<file path="src/rtl/rv_fmul_unit.sv">
// Multi-cycle IEEE-754 binary32 multiplier with valid/ready handshakes on both sides.
// Define FMUL_RNE_ROUND_EN for round-to-nearest-even; otherwise results truncate toward zero.
module rv_fmul_unit #(
    parameter logic [31:0] CANON_NAN = 32'h7FC00000
) (
    input  logic        clk,
    input  logic        rstn,
    input  logic        in_valid,
    output logic        in_ready,
    input  logic [31:0] in_a,
    input  logic [31:0] in_b,
    output logic        out_valid,
    input  logic        out_ready,
    output logic [31:0] out_result,
    output logic [1:0]  out_flags
);
    localparam int unsigned WORD_W    = 32;
    localparam int unsigned SIG_W     = 24;
    localparam int unsigned PROD_W    = 48;
    localparam int unsigned EXP_W     = 10;
    localparam int unsigned CNT_W     = 5;
    localparam int unsigned MUL_STEPS = 24;
    localparam logic [CNT_W-1:0] LAST_STEP = CNT_W'(MUL_STEPS - 1);

    typedef enum logic [2:0] {IDLE, UNPACK, MUL, NORM, DONE} state_t;

    state_t                   state;
    logic [WORD_W-1:0]        a_q, b_q;
    logic                     sign_q;
    logic signed [EXP_W-1:0]  exp_q;
    logic [SIG_W-1:0]         ma_q;
    logic [PROD_W-1:0]        prod_q;
    logic [CNT_W-1:0]         cnt_q;
    logic                     spec_q;
    logic [WORD_W-1:0]        spec_res_q;
    logic [1:0]               spec_flags_q;

    // Operand classification and special-case result
    logic                     sign_c, a_nan_c, b_nan_c, a_inf_c, b_inf_c, a_zero_c, b_zero_c;
    logic signed [EXP_W-1:0]  exp_sum_c;
    logic                     spec_c;
    logic [WORD_W-1:0]        spec_res_c;
    logic [1:0]               spec_flags_c;

    always_comb begin
        sign_c       = a_q[31] ^ b_q[31];
        a_nan_c      = (a_q[30:23] == 8'hFF) && (a_q[22:0] != 23'd0);
        b_nan_c      = (b_q[30:23] == 8'hFF) && (b_q[22:0] != 23'd0);
        a_inf_c      = (a_q[30:23] == 8'hFF) && (a_q[22:0] == 23'd0);
        b_inf_c      = (b_q[30:23] == 8'hFF) && (b_q[22:0] == 23'd0);
        a_zero_c     = (a_q[30:23] == 8'h00);
        b_zero_c     = (b_q[30:23] == 8'h00);
        exp_sum_c    = $signed({2'b00, a_q[30:23]}) + $signed({2'b00, b_q[30:23]}) - 10'sd127;
        spec_c       = 1'b0;
        spec_res_c   = '0;
        spec_flags_c = 2'b00;
        if (a_nan_c || b_nan_c || (a_inf_c && b_zero_c) || (b_inf_c && a_zero_c)) begin
            spec_c       = 1'b1;
            spec_res_c   = CANON_NAN;
            spec_flags_c = 2'b10;
        end else if (a_inf_c || b_inf_c) begin
            spec_c     = 1'b1;
            spec_res_c = {sign_c, 8'hFF, 23'd0};
        end else if (a_zero_c || b_zero_c) begin
            spec_c     = 1'b1;
            spec_res_c = {sign_c, 31'd0};
        end
    end

    // One shift-add step: multiplier bit sits in prod_q[0], partial sum in the upper half
    logic [SIG_W:0] hi_sum_c;
    always_comb begin
        hi_sum_c = {1'b0, prod_q[47:24]} + (prod_q[0] ? {1'b0, ma_q} : 25'd0);
    end

    // Normalise, round, saturate
    logic [SIG_W-1:0]        mant_c;
    logic signed [EXP_W-1:0] exp_n_c, exp_r_c;
    logic                    inc_c;
    logic [SIG_W:0]          rnd_c;
    logic [22:0]             frac_c;
    logic [WORD_W-1:0]       norm_res_c;
    logic [1:0]              norm_flags_c;

    always_comb begin
        if (prod_q[47]) begin
            mant_c  = prod_q[47:24];
            exp_n_c = exp_q + 10'sd1;
        end else begin
            mant_c  = prod_q[46:23];
            exp_n_c = exp_q;
        end
        inc_c = 1'b0;
`ifdef FMUL_RNE_ROUND_EN
        if (prod_q[47])
            inc_c = prod_q[23] & ((|prod_q[22:0]) | prod_q[24]);
        else
            inc_c = prod_q[22] & ((|prod_q[21:0]) | prod_q[23]);
`endif
        rnd_c        = {1'b0, mant_c} + 25'(inc_c);
        frac_c       = rnd_c[24] ? rnd_c[23:1] : rnd_c[22:0];
        exp_r_c      = exp_n_c + $signed({9'd0, rnd_c[24]});
        norm_flags_c = 2'b00;
        if (exp_r_c >= 10'sd255) begin
            norm_res_c   = {sign_q, 8'hFF, 23'd0};
            norm_flags_c = 2'b01;
        end else if (exp_r_c <= 10'sd0) begin
            norm_res_c = {sign_q, 31'd0};
        end else begin
            norm_res_c = {sign_q, exp_r_c[7:0], frac_c};
        end
    end

    // Control FSM and datapath registers
    always_ff @(posedge clk or negedge rstn) begin
        if (!rstn) begin
            state        <= IDLE;
            in_ready     <= 1'b1;
            out_valid    <= 1'b0;
            out_result   <= '0;
            out_flags    <= 2'b00;
            a_q          <= '0;
            b_q          <= '0;
            sign_q       <= 1'b0;
            exp_q        <= '0;
            ma_q         <= '0;
            prod_q       <= '0;
            cnt_q        <= '0;
            spec_q       <= 1'b0;
            spec_res_q   <= '0;
            spec_flags_q <= 2'b00;
        end else begin
            case (state)
                IDLE: begin
                    if (in_valid) begin
                        a_q      <= in_a;
                        b_q      <= in_b;
                        in_ready <= 1'b0;
                        state    <= UNPACK;
                    end
                end
                UNPACK: begin
                    sign_q       <= sign_c;
                    exp_q        <= exp_sum_c;
                    ma_q         <= {1'b1, a_q[22:0]};
                    prod_q       <= {24'd0, 1'b1, b_q[22:0]};
                    cnt_q        <= '0;
                    spec_q       <= spec_c;
                    spec_res_q   <= spec_res_c;
                    spec_flags_q <= spec_flags_c;
                    state        <= spec_c ? NORM : MUL;
                end
                MUL: begin
                    prod_q <= {hi_sum_c, prod_q[23:1]};
                    if (cnt_q == LAST_STEP) begin
                        cnt_q <= '0;
                        state <= NORM;
                    end else begin
                        cnt_q <= cnt_q + 5'd1;
                    end
                end
                NORM: begin
                    out_result <= spec_q ? spec_res_q : norm_res_c;
                    out_flags  <= spec_q ? spec_flags_q : norm_flags_c;
                    out_valid  <= 1'b1;
                    state      <= DONE;
                end
                DONE: begin
                    if (out_ready) begin
                        out_valid <= 1'b0;
                        in_ready  <= 1'b1;
                        state     <= IDLE;
                    end
                end
                default: state <= IDLE;
            endcase
        end
    end
endmodule

</file>
<file path="config.mk">
export PLATFORM = sky130hd
export DESIGN_NAME = rv_fmul_unit
export DESIGN_NICKNAME = d
export VERILOG_FILES = /design/src/rtl/rv_fmul_unit.sv
export SDC_FILE = /design/constraint.sdc
export NUM_CORES = 1
export LEC_CHECK = 0
export CAP_MARGIN = 20
export CORE_ASPECT_RATIO = 0.75
export CORE_MARGIN = 1.5
export CORE_UTILIZATION = 58
export DETAILED_ROUTE_END_ITERATION = 7
export DONT_BUFFER_PORTS = 1
export PLACE_DENSITY = 0.78
export SKIP_CTS_REPAIR_TIMING = 1
export SYNTH_ARGS = -nofsm -noshare
export SYNTH_HDL_FRONTEND = slang
export SYNTH_SLANG_ARGS = --single-unit
</file>
<file path="constraint.sdc">
create_clock -name clk -period 2.9 [get_ports clk]
set_input_delay 0.58 -clock clk [delete_from_list [all_inputs] [get_ports clk]]
set_output_delay 0.58 -clock clk [all_outputs]
set_load 0.01 [all_outputs]
</file>
==> summary.txt <==
Pwr
  – Logic pwr share: 41.2%
  – Power Dens Cells: roughly 1200 nW/µm²
  – Internal power: around 7.5 mW
  – Net Sw Power: just over 5 mW
  – P_leak: between 4 and 5 nW
  – Clk pwr share: 17.8%
  – Peak VDD IR: roughly 0.68 mV
  – Seq pwr share: roughly two fifths
  – Sw frac: between 40% and 50%

Status
  – Violated checks: negative hold slack
  – Status: complete, but fails checks

Drt
  – Top sig layer: met5
  – Wire length on met3: approximately 2100 µm
  – Routed wire length on met2: around 8300 µm
  – Routed Antenna Nets: 0
  – Vias per Instance: 5.91
  – Residual DRC: 0
  – Routed len/inst: 17.6 µm
  – Initial DRC count: 598
  – Final wirelength: between 20,000 and 25,000 µm
  – M1 WL: about 11,000 µm
  – Vias after detailed routing: slightly above 7,000
  – TritonRoute pass-1 iters: 4

Timing
  – Rel. slew slack: roughly three fifths
  – Post-route minimum period: ~2700 ps
  – FMAX: roughly 370 MHz
  – Setup violators final: 0
  – Total negative setup slack: 0 ps
  – Fin crit share: ~92%
  – Slack of the critical path: roughly 220 ps
  – Layout Skew: between 10 and 15 ps
  – Worst hold margin: -164 ps
  – Worst Tran Pin Value: around 600 ps
  – Final-report hold violation count: 194
  – Fin. max-slew vios: 0
  – RSZ-0062 raised after global routing: false

Worst setup path
  – Critical Path Start Type: register
  – CP Data Required Time: roughly 3200 ps
  – Critical Path AT: a little under 3000 ps
  – CP max FO: 14
  – CP endpoint kind: register
  – WS Path Type: reg2reg

Yosys
  – Post-Syn Nets: around 1,100
  – Post-Synthesis Cells: 991
  – Area of the mapped netlist: between 9000 and 10,000 µm²
  – Seq/Total Area, Yosys: roughly half
  – Synthesized flop and latch total: 195
  – Mapped Avg Cell Area: ~10 µm²
  – Asr flop ratio synth: 100%
  – EDFF count, synth: 0
  – Count of cell types in the netlist: 64
  – Yosys warns: 0
  – Ys flop type: dfrtp_1

GRT
  – First-pass GRT wire length: ~36,000 µm
  – GRT Residual Overflow: 0
  – Total track usage: between 20% and 30%
  – Largest net degree at the start of global routing: 196
  – Initial antenna violation count: 6
  – Vias in the first global route: just under 7,000

Layout
  – Nets: between 1,000 and 1,500
  – Most common cell after layout, fill and taps aside: nand2_1
  – Area Growth Syn to Fin: 8.08%
  – Commonest non-fill, non-tap cells in the layout: nand2_1 (221), dfrtp_1 (193), mux2_2 (62)
  – Layout cell share with drive strength beyond 1: between 10% and 20%
  – Fin area: roughly 11,000 µm²

Placement
  – Placed Area: 10,200 µm²
  – Pre-CTS setup slack: around 240 ps
  – DP Wirelength: 14,900 µm
  – Port-buffer cells: 0
  – RePlAce Congestion: ~0.90

Clock network
  – Max clock buf depth: 2
  – CTS tree: built
  – H-tree levels: 4
  – Clock tree root driver cell: clkbuf_16
  – Num CTS Buffers: 17
  – Worst skew pair latency: 440 ps
  – Clk sinks: a little under 200
  – Worst-path clk slew: ~70 ps

Floorplan
  – Cell Rows: around 40
  – DIE AREA: ~18,000 µm²
  – Initial Util: about 59%
  – Die X: 154 µm
  – Die height: 116 µm
  – Io pins: 104
  – Core area: between 15,000 and 20,000 µm²

Job
  – # Max-Cap Violations: 0

Worst hold path
  – Hold WC Path Type: in2async
## synthesized netlist by cell type (all sizes together), types with 5 or more instances
cell / count / area [µm²]
a211oi: 6 / 45.0
a21o: 10 / 75.1
a21oi: 31 / 155
a22oi: 10 / 75.1
a31oi: 25 / 156
and2: 27 / 169
buf: 10 / 62.6
clkbuf: 39 / 148
dfrtp: 194 / 4850
ha: 41 / 513
inv: 14 / 52.6
mux2: 62 / 698
mux2i: 26 / 260
nand2: 222 / 836
nand2b: 7 / 46.3
nand3: 11 / 55.1
nand3b: 6 / 45.0
nand4: 12 / 90.1
nor2: 46 / 173
nor3: 9 / 56.3
nor3b: 5 / 37.5
nor4: 16 / 100
o21a: 8 / 60.1
o21ai: 67 / 414
o31ai: 7 / 52.6
xnor2: 14 / 123
xor2: 18 / 158
## registers in the layout (all words and copies together) (netlist names), 2 cells and up
name,count
a_q,32
b_q,32
cnt_q,5
exp_q,10
ma_q,24
out_flags,2
out_result,32
prod_q,48
spec_res_q,3
state,3
## worst max-delay path, stage by stage, from the launching register on
cell and delay, ps:
dfrtp_2 470, buf_4 200, and2_1 150, ha_1 380, nand3_1 100, o211ai_1 180
a21oi_1 110, o211ai_1 530, buf_4 220, xnor2_1 100, o21ai_0 100
## metal layers
metal  vias to the layer above  track usage, %
li1                       3479               -
met1                      3385            39.0
met2                       239            33.8
met3                        29            9.09
met4                         2            7.05
met5                         -               0
## final timing paths
| kind | from | to | slack [ps] | depth (start not counted) |
|---|---|---|---|---|
| min | rstn | out_result[9] | -160 | 0 |
| max reg2reg | prod_q[0] | prod_q[38] | 220 | 10 |
| max in group asynchronous | rstn | prod_q[20] | 2720 | 0 |
| min reg2reg | ma_q[23] | ma_q[23] | 470 | 1 |
| max | prod_q[0] | prod_q[38] | 220 | 10 |
| min in group clk | in_a[30] | a_q[30] | 260 | 2 |
## through the flow
step                      total power [mW]  std cells  hold WS (ps)  util [%]
after global routing                  13.7       1204          -187      63.9
final                                 12.7       1208          -164      63.9
after floorplan                       9.01        991           284         -
after detailed placement              10.4       1170           287      60.5
after global placement                10.1       1170           288      60.5
after CTS                             12.7       1202          -181      63.8
## cell families after synthesis
kind of cell,Yosys count,share of synthesized area [%]
adder cells (fa/ha/maj),43,5.56
flip-flops,195,49.0
multiplexers,88,9.63
AND/OR/NAND/NOR,378,17.4
XOR/XNOR,32,2.82
buffers and inverters,63,2.64
AO/OA/AOI/OAI,192,13.0
## power by group through the flow
stage | clock network [mW] | logic [mW] | registers [mW]
after floorplan | 0 | 4.23 | 4.78
after global placement | 0 | 4.97 | 5.17
after detailed placement | 0 | 5.18 | 5.22
after CTS | 2.29 | 5.20 | 5.17
after global routing | 2.41 | 5.89 | 5.39
final | 2.25 | 5.22 | 5.19
## final cells by class
class	instances	area, µm²
well taps	215	269
clock inverters	11	92.6
multi-input cells	733	4830
flip-flops and latches	195	4880
fillers	1374	6070
clock buffers	21	460
inverters	14	52.6
diodes	5	12.5
repair buffers	14	155
No activity file was read; power rests on OpenSTA's default activity.
